[src/rtl/isa_pkg.sv]
// ISA constants shared by the program loader and its instruction encoder:
// opcodes, ALU function codes, instruction field positions, error codes and loader states.
package isa_pkg;

    localparam logic [3:0] OP_RTYPE       = 4'd0;
    localparam logic [3:0] OP_LOAD_IM     = 4'd1;
    localparam logic [3:0] OP_LOAD        = 4'd2;
    localparam logic [3:0] OP_STORE       = 4'd3;
    localparam logic [3:0] OP_JUMP        = 4'd4;
    localparam logic [3:0] OP_EQUAL_TO    = 4'd5;
    localparam logic [3:0] OP_RIGHT_SHIFT = 4'd6;
    localparam logic [3:0] OP_LEFT_SHIFT  = 4'd7;

    localparam logic [2:0] F_ADD = 3'd0;
    localparam logic [2:0] F_SUB = 3'd1;
    localparam logic [2:0] F_AND = 3'd2;
    localparam logic [2:0] F_OR  = 3'd3;
    localparam logic [2:0] F_XOR = 3'd4;

    // Bit positions inside the 16-bit machine word
    localparam int OP_MSB   = 15;
    localparam int OP_LSB   = 12;
    localparam int RD_MSB   = 11;
    localparam int RD_LSB   = 9;
    localparam int RS1_MSB  = 8;
    localparam int RS1_LSB  = 6;
    localparam int RS2_MSB  = 5;
    localparam int RS2_LSB  = 3;
    localparam int FN_MSB   = 2;
    localparam int FN_LSB   = 0;
    localparam int IMM_MSB  = 8;
    localparam int IMM_LSB  = 1;
    localparam int JIMM_MSB = 7;
    localparam int JIMM_LSB = 0;

    localparam logic [1:0] ERR_NONE     = 2'd0;
    localparam logic [1:0] ERR_ILLEGAL  = 2'd1;
    localparam logic [1:0] ERR_OVERFLOW = 2'd2;

    typedef enum logic [2:0] {
        ST_IDLE  = 3'd0,
        ST_LOAD  = 3'd1,
        ST_DRAIN = 3'd2,
        ST_DONE  = 3'd3,
        ST_ERR   = 3'd4
    } loader_state_e;

endpackage

[src/rtl/instr_encoder.sv]
// Combinational packer turning decoded instruction fields into a 16-bit machine word;
// flags opcodes outside the ISA as illegal.
module instr_encoder
    import isa_pkg::*;
(
    input  logic [3:0]  opcode,
    input  logic [2:0]  rd,
    input  logic [2:0]  rs1,
    input  logic [2:0]  rs2,
    input  logic [2:0]  funct,
    input  logic [7:0]  imm,
    output logic [15:0] word,
    output logic        illegal
);

    // Field packing by instruction format
    always_comb begin
        word    = 16'h0000;
        illegal = 1'b0;
        word[OP_MSB:OP_LSB] = opcode;
        case (opcode)
            OP_RTYPE, OP_EQUAL_TO, OP_RIGHT_SHIFT, OP_LEFT_SHIFT: begin
                word[RD_MSB:RD_LSB]   = rd;
                word[RS1_MSB:RS1_LSB] = rs1;
                word[RS2_MSB:RS2_LSB] = rs2;
                word[FN_MSB:FN_LSB]   = funct;
            end
            // STORE reuses the rd slot for its source register
            OP_LOAD_IM, OP_LOAD, OP_STORE: begin
                word[RD_MSB:RD_LSB]   = rd;
                word[IMM_MSB:IMM_LSB] = imm;
            end
            OP_JUMP: begin
                word[JIMM_MSB:JIMM_LSB] = imm;
            end
            default: begin
                word    = 16'h0000;
                illegal = 1'b1;
            end
        endcase
    end

endmodule

[src/rtl/program_loader.sv]
// Streams encoded instructions into imem while holding the core in reset.
// Optional feature macro: LOADER_CHECKSUM_EN builds the running XOR checksum of written words.
module program_loader
    import isa_pkg::*;
#(
    parameter int IMEM_AW = 8,
    parameter int INSTR_W = 16
) (
    input  logic               clk,
    input  logic               rst_n,
    input  logic               start,
    input  logic               in_valid,
    output logic               in_ready,
    input  logic [3:0]         in_opcode,
    input  logic [2:0]         in_rd,
    input  logic [2:0]         in_rs1,
    input  logic [2:0]         in_rs2,
    input  logic [2:0]         in_funct,
    input  logic [7:0]         in_imm,
    input  logic               in_last,
    output logic               imem_we,
    output logic [IMEM_AW-1:0] imem_addr,
    output logic [INSTR_W-1:0] imem_wdata,
    output logic               cpu_hold,
    output logic               load_done,
    output logic               load_err,
    output logic [1:0]         err_code,
    output logic [INSTR_W-1:0] checksum
);

    localparam logic [IMEM_AW-1:0] ADDR_MAX = '1;
    localparam logic [IMEM_AW-1:0] ADDR_ONE = IMEM_AW'(1);

    loader_state_e      state_q, state_d;
    logic [IMEM_AW-1:0] addr_q, addr_d, tgt_s;
    logic               we_q, we_d;
    logic [INSTR_W-1:0] wdata_q, wdata_d;
    logic [1:0]         err_q, err_d;
    logic               ready_q, ready_d;
    logic               hold_q, hold_d;
    logic               done_q, done_d;
    logic               errf_q, errf_d;
    logic [15:0]        word_s;
    logic               illegal_s;
    logic               accept_s;

    instr_encoder u_enc (
        .opcode  (in_opcode),
        .rd      (in_rd),
        .rs1     (in_rs1),
        .rs2     (in_rs2),
        .funct   (in_funct),
        .imm     (in_imm),
        .word    (word_s),
        .illegal (illegal_s)
    );

    // Next-state, write pointer and write-port computation
    always_comb begin
        state_d  = state_q;
        addr_d   = addr_q;
        we_d     = 1'b0;
        wdata_d  = wdata_q;
        err_d    = err_q;
        accept_s = (state_q == ST_LOAD) && in_valid;
        // imem_addr shows the word being written, then moves on; a write in flight shifts the target
        tgt_s    = we_q ? (addr_q + ADDR_ONE) : addr_q;
        if (start) begin
            state_d = ST_LOAD;
            addr_d  = '0;
            err_d   = ERR_NONE;
        end else begin
            if (we_q && (addr_q != ADDR_MAX)) begin
                addr_d = addr_q + ADDR_ONE;
            end else begin
                addr_d = addr_q;
            end
            case (state_q)
                ST_IDLE: state_d = ST_IDLE;
                ST_LOAD: begin
                    if (accept_s) begin
                        if (illegal_s) begin
                            state_d = ST_ERR;
                            err_d   = ERR_ILLEGAL;
                        end else begin
                            we_d    = 1'b1;
                            wdata_d = word_s;
                            addr_d  = tgt_s;
                            if (in_last) begin
                                state_d = ST_DRAIN;
                            end else if (tgt_s == ADDR_MAX) begin
                                state_d = ST_ERR;
                                err_d   = ERR_OVERFLOW;
                            end else begin
                                state_d = ST_LOAD;
                            end
                        end
                    end else begin
                        state_d = ST_LOAD;
                    end
                end
                ST_DRAIN: state_d = ST_DONE;
                ST_DONE:  state_d = ST_DONE;
                ST_ERR:   state_d = ST_ERR;
                default:  state_d = ST_IDLE;
            endcase
        end
    end

    // Status outputs decoded from the next state so they are registered
    always_comb begin
        ready_d = 1'b0;
        hold_d  = 1'b0;
        done_d  = 1'b0;
        errf_d  = 1'b0;
        case (state_d)
            ST_IDLE:  hold_d = 1'b0;
            ST_LOAD:  begin ready_d = 1'b1; hold_d = 1'b1; end
            ST_DRAIN: hold_d = 1'b1;
            ST_DONE:  done_d = 1'b1;
            ST_ERR:   begin hold_d = 1'b1; errf_d = 1'b1; end
            default:  hold_d = 1'b0;
        endcase
    end

    // State and datapath registers
    always_ff @(posedge clk or negedge rst_n) begin
        if (!rst_n) begin
            state_q <= ST_IDLE;
            addr_q  <= '0;
            we_q    <= 1'b0;
            wdata_q <= '0;
            err_q   <= ERR_NONE;
            ready_q <= 1'b0;
            hold_q  <= 1'b0;
            done_q  <= 1'b0;
            errf_q  <= 1'b0;
        end else begin
            state_q <= state_d;
            addr_q  <= addr_d;
            we_q    <= we_d;
            wdata_q <= wdata_d;
            err_q   <= err_d;
            ready_q <= ready_d;
            hold_q  <= hold_d;
            done_q  <= done_d;
            errf_q  <= errf_d;
        end
    end

`ifdef LOADER_CHECKSUM_EN
    logic [INSTR_W-1:0] csum_q, csum_d;

    // Checksum folds in each word as its write lands; start clears it
    always_comb begin
        if (start) begin
            csum_d = '0;
        end else if (we_q) begin
            csum_d = csum_q ^ wdata_q;
        end else begin
            csum_d = csum_q;
        end
    end

    // Checksum register
    always_ff @(posedge clk or negedge rst_n) begin
        if (!rst_n) begin
            csum_q <= '0;
        end else begin
            csum_q <= csum_d;
        end
    end

    assign checksum = csum_q;
`else
    assign checksum = '0;
`endif

    assign in_ready   = ready_q;
    assign imem_we    = we_q;
    assign imem_addr  = addr_q;
    assign imem_wdata = wdata_q;
    assign cpu_hold   = hold_q;
    assign load_done  = done_q;
    assign load_err   = errf_q;
    assign err_code   = err_q;

endmodule

[config.mk]
export PLATFORM = sky130hd
export DESIGN_NAME = program_loader
export DESIGN_NICKNAME = d
export VERILOG_FILES = /design/src/rtl/isa_pkg.sv /design/src/rtl/instr_encoder.sv /design/src/rtl/program_loader.sv
export SDC_FILE = /design/constraint.sdc
export NUM_CORES = 1
export LEC_CHECK = 0
export CAP_MARGIN = 20
export CORE_ASPECT_RATIO = 1.25
export CORE_MARGIN = 10
export CORE_UTILIZATION = 40
export DETAILED_ROUTE_END_ITERATION = 10
export GPL_ROUTABILITY_DRIVEN = 0
export PLACE_DENSITY = 0.74
export SLEW_MARGIN = 20
export SYNTH_ARGS = -nofsm -noshare
export SYNTH_HDL_FRONTEND = slang
export SYNTH_SLANG_ARGS = --single-unit
[constraint.sdc]
create_clock -name clk -period 2.2 [get_ports clk]
set_input_delay 0.22 -clock clk [delete_from_list [all_inputs] [get_ports clk]]
set_output_delay 0.22 -clock clk [all_outputs]
set_load 0.05 [all_outputs]
==> impl_metrics.toml, run 1 <==
[run_status]
status = "finished clean"

[synthesis]
synth_cells = 231
asyncSetResetFlopFracSynth = 1.000
synth_seq_cells = 34
yosysSeqAreaShare = 0.4211
ys_types = 50
synthFlopType = "dfrtp_1"
synth_edf_count = 0
avgSynthCellArea_um2 = 8.748
synth_area_um2 = 2021
yosys_warnings = 0

[timing]
hold_ws_ps = 332.8
worstMarginPinSlew_ps = 684.0
slew_viol_final = 0
hold_violations = 0
period_share = 0.9922
period_needed_ps = 2183
slew_headroom = 0.5426
fmax_mhz = 458.1
clock_skew_ps = 8.620
grt_setup_unrepaired = "true"
setup_violations = 0

[clocking]
holdBufCountCts = 0
cts-root-buf = "clkbuf_8"
cts_buffers = 5
cts_tree = "done"
clkTransAtPathRegs_ps = 80
clock_latency_ps = 290
h-tree-depth = 2
cts.sinks = 34
cts_buffer_depth = 2

[place]
dp_hpwl_mm = 4.333
io_buffers = 59
placed_cell_area_um2 = 2706

[final_layout]
fillers = 426
final_cell_area_um2 = 2909
diodes = 0
multi_input_area_um2 = 1056
area_growth_pct = 43.96
nNetsFinal = 338
drive_gt1_frac = 0.1909
seq_area_um2 = 859.6

[pwr]
total_leakage_power_nw = 1.210
p_int_mw = 1.291
p_clk_frac = 0.276
power_density_nw_per_um2 = 712.9
power.switching_mw = 0.7826
seqPwrFrac = 0.361
comb_power_share = 0.363
ir_worst_vdd_v = 0.0004066
switching_share = 0.3774

[routing]
drc = 0
num_vias = 1967
drt_pre_antenna_iters = 4
wl_per_cell_um = 16.17
drt_iter0_drc = 132
viasPerCell = 5.331
finalWirelength_mm = 5.966
ant_nets = 0

[worst_setup_path]
crit_arrival_ps = 2340
path_class = "flip-flop to flip-flop"
cp_slowest_stage_delay_ps = 530
startpoint_type = "flip-flop"
critical-path-slowest-cell = "or4_4"
worstPathMaxFanout = 4
end_kind = "flip-flop"
path_cells = "nand3_4 -> or4_4 -> a211oi_4 -> a311oi_2 -> o21a_1 -> or4_1"
worstPathRequired_ps = 2360

[global_routing]
antenna_found_initial = 0
grt-ovfl-total = 0
grt_max_degree = 35
first_global_vias = 2024
track_usage = 0.1390
grt_first_pass_wirelength_mm = 9.639

[floorplanning]
die-height_um = 99.47
core_area_um2 = 4800
fp.dieW_um = 83.57
rows = 28
io_pins = 76
die_area_um2 = 8312
initial_core_util = 0.4210

[worst_hold_path]
min_path_type = "primary input to asynchronous set/reset pin"

[run]
cap_violations = 0
[worst paths after layout]
check / slack [ps] / cells past startpoint / start / to
max in group asynchronous: 1530 / 2 / rst_n / imem_addr[1]
worst max-delay path: 20 / 6 / imem_addr[0] / cpu_hold
worst max register to register: 20 / 6 / imem_addr[0] / cpu_hold
worst min-delay path: 330 / 2 / rst_n / in_ready
worst min register to register: 470 / 2 / imem_wdata[11] / imem_wdata[11]
min in group clk: 470 / 2 / imem_wdata[11] / imem_wdata[11]
[Yosys cell counts (3+ instances only)]
cell	number	share of area
dfrtp_1	34	0.42
inv_1	6	0.011
nand3_1	7	0.017
clkbuf_1	9	0.017
nand2_1	45	0.084
o21ai_1	7	0.017
buf_4	18	0.067
a311oi_1	3	0.013
mux2_2	8	0.045
a211oi_1	3	0.011
nor3_1	3	0.0074
nor2_1	12	0.022
a21oi_1	20	0.050
o21ai_0	14	0.035
[cells in the final DEF (no fill, tap or decap), types with 2 or more instances in the layout]
| cell | instances |
|---|---|
| clkbuf_8 | 5 |
| mux2_2 | 8 |
| nand2_1 | 45 |
| a211o_1 | 2 |
| mux2i_1 | 2 |
| a211oi_1 | 3 |
| a21oi_1 | 20 |
| nand4b_1 | 2 |
| nor2_1 | 12 |
| and2_1 | 2 |
| clkdlybuf4s50_1 | 59 |
| clkinv_2 | 2 |
| inv_1 | 6 |
| o21ai_1 | 7 |
| dfrtp_2 | 7 |
| conb_1 | 16 |
| and3_1 | 2 |
| nor3_1 | 2 |
| a311oi_1 | 2 |
| nand3_1 | 7 |
| dfrtp_1 | 27 |
| o21ai_0 | 14 |
| buf_4 | 23 |
[power by group through the flow]
stage / registers (mW) / logic (mW) / clock network (mW)
after floorplan: 1.02 / 0.221 / 0
after global placement: 0.760 / 0.738 / 0
after detailed placement: 0.761 / 0.747 / 0
after CTS: 0.751 / 0.755 / 0.582
after global routing: 0.760 / 0.800 / 0.614
final: 0.749 / 0.753 / 0.572
[layout make-up]
| type | count | share of cell area |
|---|---|---|
| clock buffers | 5 | 0.02366 |
| clock inverters | 3 | 0.01376 |
| inverters | 7 | 0.009032 |
| multi-input cells | 177 | 0.3630 |
| flip-flops and latches | 34 | 0.2955 |
| well taps | 60 | 0.02581 |
| repair buffers | 83 | 0.2692 |
[per-stage QoR]
stage	power [mW]	util	setup TNS, ps	worst slack, ps	instances
6_report	2.074	0.6061	0	17.16	369
5_1_grt	2.174	0.6061	-100.3	-52.67	369
4_1_cts	2.088	0.5944	0	2.923	367
3_5_place_dp	1.508	0.5639	-10.06	-10.06	355
3_3_place_gp	1.498	0.5639	0	46.18	355
2_1_floorplan	1.243	-	-166.3	-166.3	246
[sequential cells by signal, indices dropped and copies added, names as in the netlist]
| signal | flops |
|---|---|
| load_err | 1 |
| state_q | 3 |
| imem_wdata | 16 |
| in_ready | 1 |
| imem_addr | 8 |
| imem_we | 1 |
| err_code | 2 |
| load_done | 1 |
| cpu_hold | 1 |
[cells by family (layout without fill, tap and decap cells)]
| group | count (synthesis) | count (layout) | synth area share |
|---|---|---|---|
| AO/OA/AOI/OAI | 62 | 62 | 0.2000 |
| other | 1 | 16 | 0.001856 |
| XOR/XNOR | 2 | 2 | 0.008670 |
| flip-flops | 34 | 34 | 0.4211 |
| buffers and inverters | 35 | 98 | 0.1022 |
| multiplexers | 10 | 10 | 0.05449 |
| adder cells (fa/ha/maj) | 1 | 1 | 0.006191 |
| AND/OR/NAND/NOR | 86 | 86 | 0.2056 |
[routing by layer]
layer / global-route usage / vias to the layer above / part of all wire
met4: 0.06065 / 0 / 0.026
met3: 0.03673 / 16 / 0.053
met2: 0.2351 / 78 / 0.51
met1: 0.1612 / 946 / 0.41
li1: - / 927 / -
met5: 0 / - / 0
[timing repair]
| action | in CTS | in global routing |
|---|---|---|
| setup endpoints to repair | 1 | 3 |
| setup buffers | 4 | 3 |
| gates resized for setup | 2 | 4 |
| pin swaps | 4 | 8 |
[critical path, delay by kind of cell, from the launching register on]
| family | cells | cell delay (ps) |
|---|---|---|
| simple gates | 3 | 1010 |
| compound gates | 3 | 580 |
| flops | 1 | 450 |
Power figures use the tool's default switching activity.
==> run 2: changes to the inputs <==
--- a/config.mk
+++ b/config.mk
@@ -8,11 +8,12 @@
 export CAP_MARGIN = 20
 export CORE_ASPECT_RATIO = 1.25
 export CORE_MARGIN = 10
-export CORE_UTILIZATION = 40
+export CORE_UTILIZATION = 41
 export DETAILED_ROUTE_END_ITERATION = 10
 export GPL_ROUTABILITY_DRIVEN = 0
 export PLACE_DENSITY = 0.74
 export SLEW_MARGIN = 20
 export SYNTH_ARGS = -nofsm -noshare
 export SYNTH_HDL_FRONTEND = slang
+export SYNTH_HIERARCHICAL = 1
 export SYNTH_SLANG_ARGS = --single-unit
==> run 2 against run 1 <==
The flow now finishes with violations (negative hold slack). Synthesized cell count fell by 11%. Global-route usage fell by 2.2 points. First-iteration DRC count fell by 58%. Final area fell by 4.0%. Hold slack got worse by 340 ps. Routed wire length fell by 14%. Non-clock buffer count fell by 19. Clock skew fell by 0.84 ps. Clock power fell by 15%. Sequential share of layout area rose by 0.90 points. Synthesized area rose by 4.9%. Largest power group unchanged.
==> impl_metrics.toml, run 2 <==
[worst_setup_path]
end_kind = "primary output"
path_class = "flip-flop to primary output"
path_cells = "clkdlybuf4s50_1"
r2r-end = "err_code[1]"
regToRegSetupSlack_ps = 320
crit_buf_inv = 1
path_delay_family = "buffers and inverters"
startpoint_type = "flip-flop"
critical-path-slowest-cell = "clkdlybuf4s50_1"
worstPathRequired_ps = 1980
crit_arrival_ps = 1730
worstPathMaxFanout = 12
reg2reg_depth = 6
cp_slowest_stage_delay_ps = 880
crit-reg2reg-launch = "imem_addr[0]"

[timing]
fmax_mhz = 514.1
post-route-worst-setup-slack_ps = 254.8
period_share = 0.8842
worstMarginPinSlew_ps = 757.0
grt_setup_unrepaired = "false"
hold_violations = 8
period_needed_ps = 1945
slew_headroom = 0.4953
slew_viol_final = 0
clock_skew_ps = 7.783
setup_violations = 0
tns_ps = 0
hold_ws_ps = -9.540

[synthesis]
yosysMostFrequentCell = "dfrtp_1"
synth_edf_count = 0
avgSynthCellArea_um2 = 10.34
synthFlopType = "dfrtp_1"
yosys_warnings = 6
synth_top_area_share = 0.4014
synth_largest_area_cell = "dfrtp_1"
synth_seq_cells = 34
synth_area_um2 = 2120
yosys-top-cells-count = "dfrtp_1, buf_4, nand2_1, mux2i_1, mux2_1"
ys_types = 54
yosysSeqAreaShare = 0.4014
asyncSetResetFlopFracSynth = 1.000
synth.area.top_cells = "dfrtp_1, buf_4, mux2_1, mux2i_1, o22ai_2"
synth_cells = 205

[routing]
drt_pre_antenna_iters = 5
drc = 0
ant_nets = 0
num_vias = 1676
finalWirelength_mm = 5.116
wl_per_cell_um = 15.60
viasPerCell = 5.110
drt_iter0_drc = 55

[clocking]
holdBufCountCts = 0
clkTransAtPathRegs_ps = 80
ctsResizeCount = 0
cts_buffer_depth = 2
h-tree-depth = 2
cts.sinks = 34
cts_setup_buffers = 0
cts_tree = "done"
cts_buffers = 5
clock_latency_ps = 280
cts-root-buf = "clkbuf_8"

[floorplanning]
fp.dieW_um = 84.31
initial_core_util = 0.4202
die-height_um = 100.4
io_pins = 76
die_area_um2 = 8463
core_area_um2 = 5044
rows = 29

[global_routing]
first_global_vias = 1712
grt_max_degree = 35
antenna_found_initial = 0
track_usage = 0.1175
grt_first_pass_wirelength_mm = 8.362
grt-ovfl-total = 0

[place]
dp_hpwl_mm = 3.916
io_buffers = 59
dp_slack_ps = 91.75

[final_layout]
nNetsFinal = 295
drive_gt1_frac = 0.1165
layout_common_cells = "clkdlybuf4s50_1, dfrtp_1, conb_1, nand2_1, mux2i_1"
largest_reg_flops = 16
final_common_cell = "clkdlybuf4s50_1"
area_growth_pct = 31.82
diodes = 0

[pwr]
comb_power_share = 0.379
switching_share = 0.3841
seqPwrFrac = 0.378
p_clk_frac = 0.243
power.total_mw = 1.989
total_leakage_power_nw = 1.208
ir_worst_vdd_v = 0.0005464
power.switching_mw = 0.7641
power_density_nw_per_um2 = 712.1
p_int_mw = 1.225

[run]
cap_violations = 0

[worst_hold_path]
min_path_type = "primary input to asynchronous set/reset pin"

[run_status]
status = "complete, but fails checks"
violations = "negative hold slack"
## run 2: worst max path at each step
| stage | startpoint | to | slack, ps | cells past startpoint |
|---|---|---|---|---|
| detailed placement | in_valid | imem_addr[5] | 90 | 5 |
| global route | imem_we | imem_we | 180 | 1 |
| finish | imem_we | imem_we | 250 | 1 |
| floorplan | imem_addr[0] | err_code[1] | 180 | 6 |
| global placement | in_valid | imem_addr[5] | 140 | 5 |
| CTS | imem_we | imem_we | 240 | 1 |
## run 2: cell families after synthesis
family                   synth area share
AO/OA/AOI/OAI                      0.1399
multiplexers                       0.1511
AND/OR/NAND/NOR                    0.1801
flip-flops                         0.4014
adder cells (fa/ha/maj)          0.005902
buffers and inverters              0.1057
XOR/XNOR                          0.01240
other                            0.003543
## run 2: cell type report
cell class              instances  area (µm²)
repair buffers                 64       635.6
fillers                       465        2250
clock buffers                   6       82.58
well taps                      62       77.57
flip-flops and latches         34       850.8
clock inverters                 2       12.51
multi-input cells             151        1101
inverters                       9       33.78
## run 2: stage by stage
stage	utilization	std cells	area [µm²]	hold WS (ps)
2_1_floorplan	-	220	2176	-75.59
3_3_place_gp	0.5351	320	2699	334.8
3_5_place_dp	0.5351	320	2699	334.5
4_1_cts	0.5540	328	2794	25.35
5_1_grt	0.5540	328	2794	52.85
6_report	0.5540	328	2794	-9.540
## run 2: power by group through the flow
| stage | Sequential (mW) | Clock [mW] | Combinational (mW) |
|---|---|---|---|
| 5_1_grt | 0.764 | 0.524 | 0.797 |
| 3_5_place_dp | 0.765 | 0 | 0.762 |
| 3_3_place_gp | 0.764 | 0 | 0.754 |
| 6_report | 0.751 | 0.484 | 0.754 |
| 2_1_floorplan | 1.03 | 0 | 0.243 |
| 4_1_cts | 0.753 | 0.497 | 0.763 |
## run 2: layer usage
| metal | global-route usage | share of wire | wire [µm] |
|---|---|---|---|
| met1 | 0.1303 | 0.41 | 2097 |
| met2 | 0.2016 | 0.50 | 2556 |
| met3 | 0.05186 | 0.084 | 429 |
| met4 | 0.02710 | 0.0063 | 32 |
| met5 | 0 | 0 | 0 |
==> run 3: changes to the inputs <==
--- a/config.mk
+++ b/config.mk
@@ -11,6 +11,7 @@
 export CORE_UTILIZATION = 41
 export DETAILED_ROUTE_END_ITERATION = 10
 export GPL_ROUTABILITY_DRIVEN = 0
+export GPL_TIMING_DRIVEN = 0
 export PLACE_DENSITY = 0.74
 export SLEW_MARGIN = 20
 export SYNTH_ARGS = -nofsm -noshare
==> run 3 against run 2 <==
The run now ends clean. Via count grew 3.7%. Non-clock buffer count grew 23. Final area grew 6.0%. Maximum frequency shrank 2.6%. Critical path type is now primary input to flip-flop.
==> impl_metrics.toml, run 3 (synthesis gave the netlist of run 2 again) <==
[worst_setup_path]
cp_slowest_stage_delay_ps = 610
r2r-end = "imem_wdata[8]"
worstPathMaxFanout = 9
crit_arrival_ps = 2220
regToRegSetupSlack_ps = 240
crit-reg2reg-launch = "state_q[2]"
path_cells = "clkdlybuf4s50_1 -> clkbuf_1 -> inv_1 -> a2111o_1 -> and2_1 -> o21ai_1 -> o311a_1"
end_kind = "flip-flop"
critical-path-slowest-cell = "clkdlybuf4s50_1"
path_class = "primary input to flip-flop"
path_delay_family = "buffers and inverters"
worstPathRequired_ps = 2420
reg2reg_depth = 5
startpoint_type = "primary input"
crit_buf_inv = 3

[timing]
grt_setup_unrepaired = "false"
hold_ws_ps = 323.2
slew_headroom = 0.6277
clock_skew_ps = 3.976
period_needed_ps = 1997
post-route-worst-setup-slack_ps = 203.4
slew_viol_final = 0
setup_violations = 0
hold_violations = 0
fmax_mhz = 500.8
period_share = 0.9076
worstMarginPinSlew_ps = 556.7

[pwr]
seqPwrFrac = 0.372
total_leakage_power_nw = 1.328
comb_power_share = 0.392
switching_share = 0.3762
ir_worst_vdd_v = 0.0003570
power.total_mw = 2.008
power.switching_mw = 0.7555
power_density_nw_per_um2 = 678.3
p_clk_frac = 0.235
p_int_mw = 1.252

[run]
cap_violations = 0

[clocking]
cts_buffers = 5
cts-root-buf = "clkbuf_8"
clkTransAtPathRegs_ps = 70
cts_setup_buffers = 0
ctsResizeCount = 0
cts.sinks = 34
holdBufCountCts = 1
cts_tree = "done"
cts_buffer_depth = 2
h-tree-depth = 2
clock_latency_ps = 280

[run_status]
status = "finished clean"

[floorplanning]
io_pins = 76
die_area_um2 = 8463
initial_core_util = 0.4202
die-height_um = 100.4
core_area_um2 = 5044
fp.dieW_um = 84.31
rows = 29

[place]
dp_hpwl_mm = 4.116
post-place-cells = 342
io_buffers = 59
dp_slack_ps = -78.21

[final_layout]
seq_area_um2 = 850.8
postLayoutCoreUtil = 0.5870
area_growth_pct = 39.67
layout_common_cells = "clkdlybuf4s50_1, dfrtp_1, buf_4, conb_1, nand2_1"
final_common_cell = "clkdlybuf4s50_1"
multi_input_area_um2 = 1101
diodes = 0
drive_gt1_frac = 0.1730
largest_reg_flops = 16
fillers = 454
final_cells = 351
nNetsFinal = 318

[routing]
drc = 0
ant_nets = 0
num_vias = 1738
drt_pre_antenna_iters = 4
wl_per_cell_um = 14.92
drt_iter0_drc = 47
viasPerCell = 4.952
finalWirelength_mm = 5.238

[global_routing]
grt_max_degree = 27
antenna_found_initial = 0
grt_first_pass_wirelength_mm = 8.694
grt-ovfl-total = 0
first_global_vias = 1839
track_usage = 0.1226

[worst_hold_path]
min_path_type = "primary input to asynchronous set/reset pin"
-- run 3: power groups by stage --
stage                     Clock [mW]  Combinational (mW)  Sequential, mW
after global placement             0               0.783           0.758
after floorplan                    0               0.243            1.03
after detailed placement           0               0.793           0.761
after global routing           0.509               0.833           0.759
after CTS                      0.493               0.797           0.750
final                          0.473               0.788           0.747
-- run 3: worst max-delay path by stage --
stage	from	endpoint	slack, ps	cells past startpoint
floorplan	imem_addr[0]	err_code[1]	180	6
CTS	state_q[2]	imem_wdata[8]	220	5
finish	in_opcode[3]	imem_addr[5]	200	7
global placement	in_valid	imem_wdata[12]	-70	6
detailed placement	in_valid	imem_wdata[8]	-80	6
global route	in_opcode[3]	imem_addr[5]	80	7
-- run 3: worst reg2reg max path: cells and delay by family, from the launching register on --
kind	cells	cell delay, ps
buf+inv	1	240
flops	1	470
mux	1	340
simple gates	3	790
-- run 3: metrics by stage --
step	cell area (µm²)	setup TNS [ps]
2_1_floorplan	2176	0
3_3_place_gp	2844	-714.0
3_5_place_dp	2859	-817.5
4_1_cts	2960	0
5_1_grt	2960	0
6_report	2960	0
-- run 3: final cells by class --
cell class,count,share of cell area
tap,62,0.02620
multi-input combinational,151,0.3719
clock buffer,7,0.02916
inverter,9,0.01141
timing repair buffer,61,0.2079
clock inverter,1,0.001691
buffer,26,0.06424
sequential,34,0.2874
-- run 3: per-layer routing --
metal  part of all wire  global-route usage  vias to the layer above
met2               0.49              0.2093                       48
met4             0.0065             0.04000                        0
met1               0.42              0.1345                      819
met3              0.080             0.05105                        4
li1                   -                   -                      867
met5                  0                   0                        -
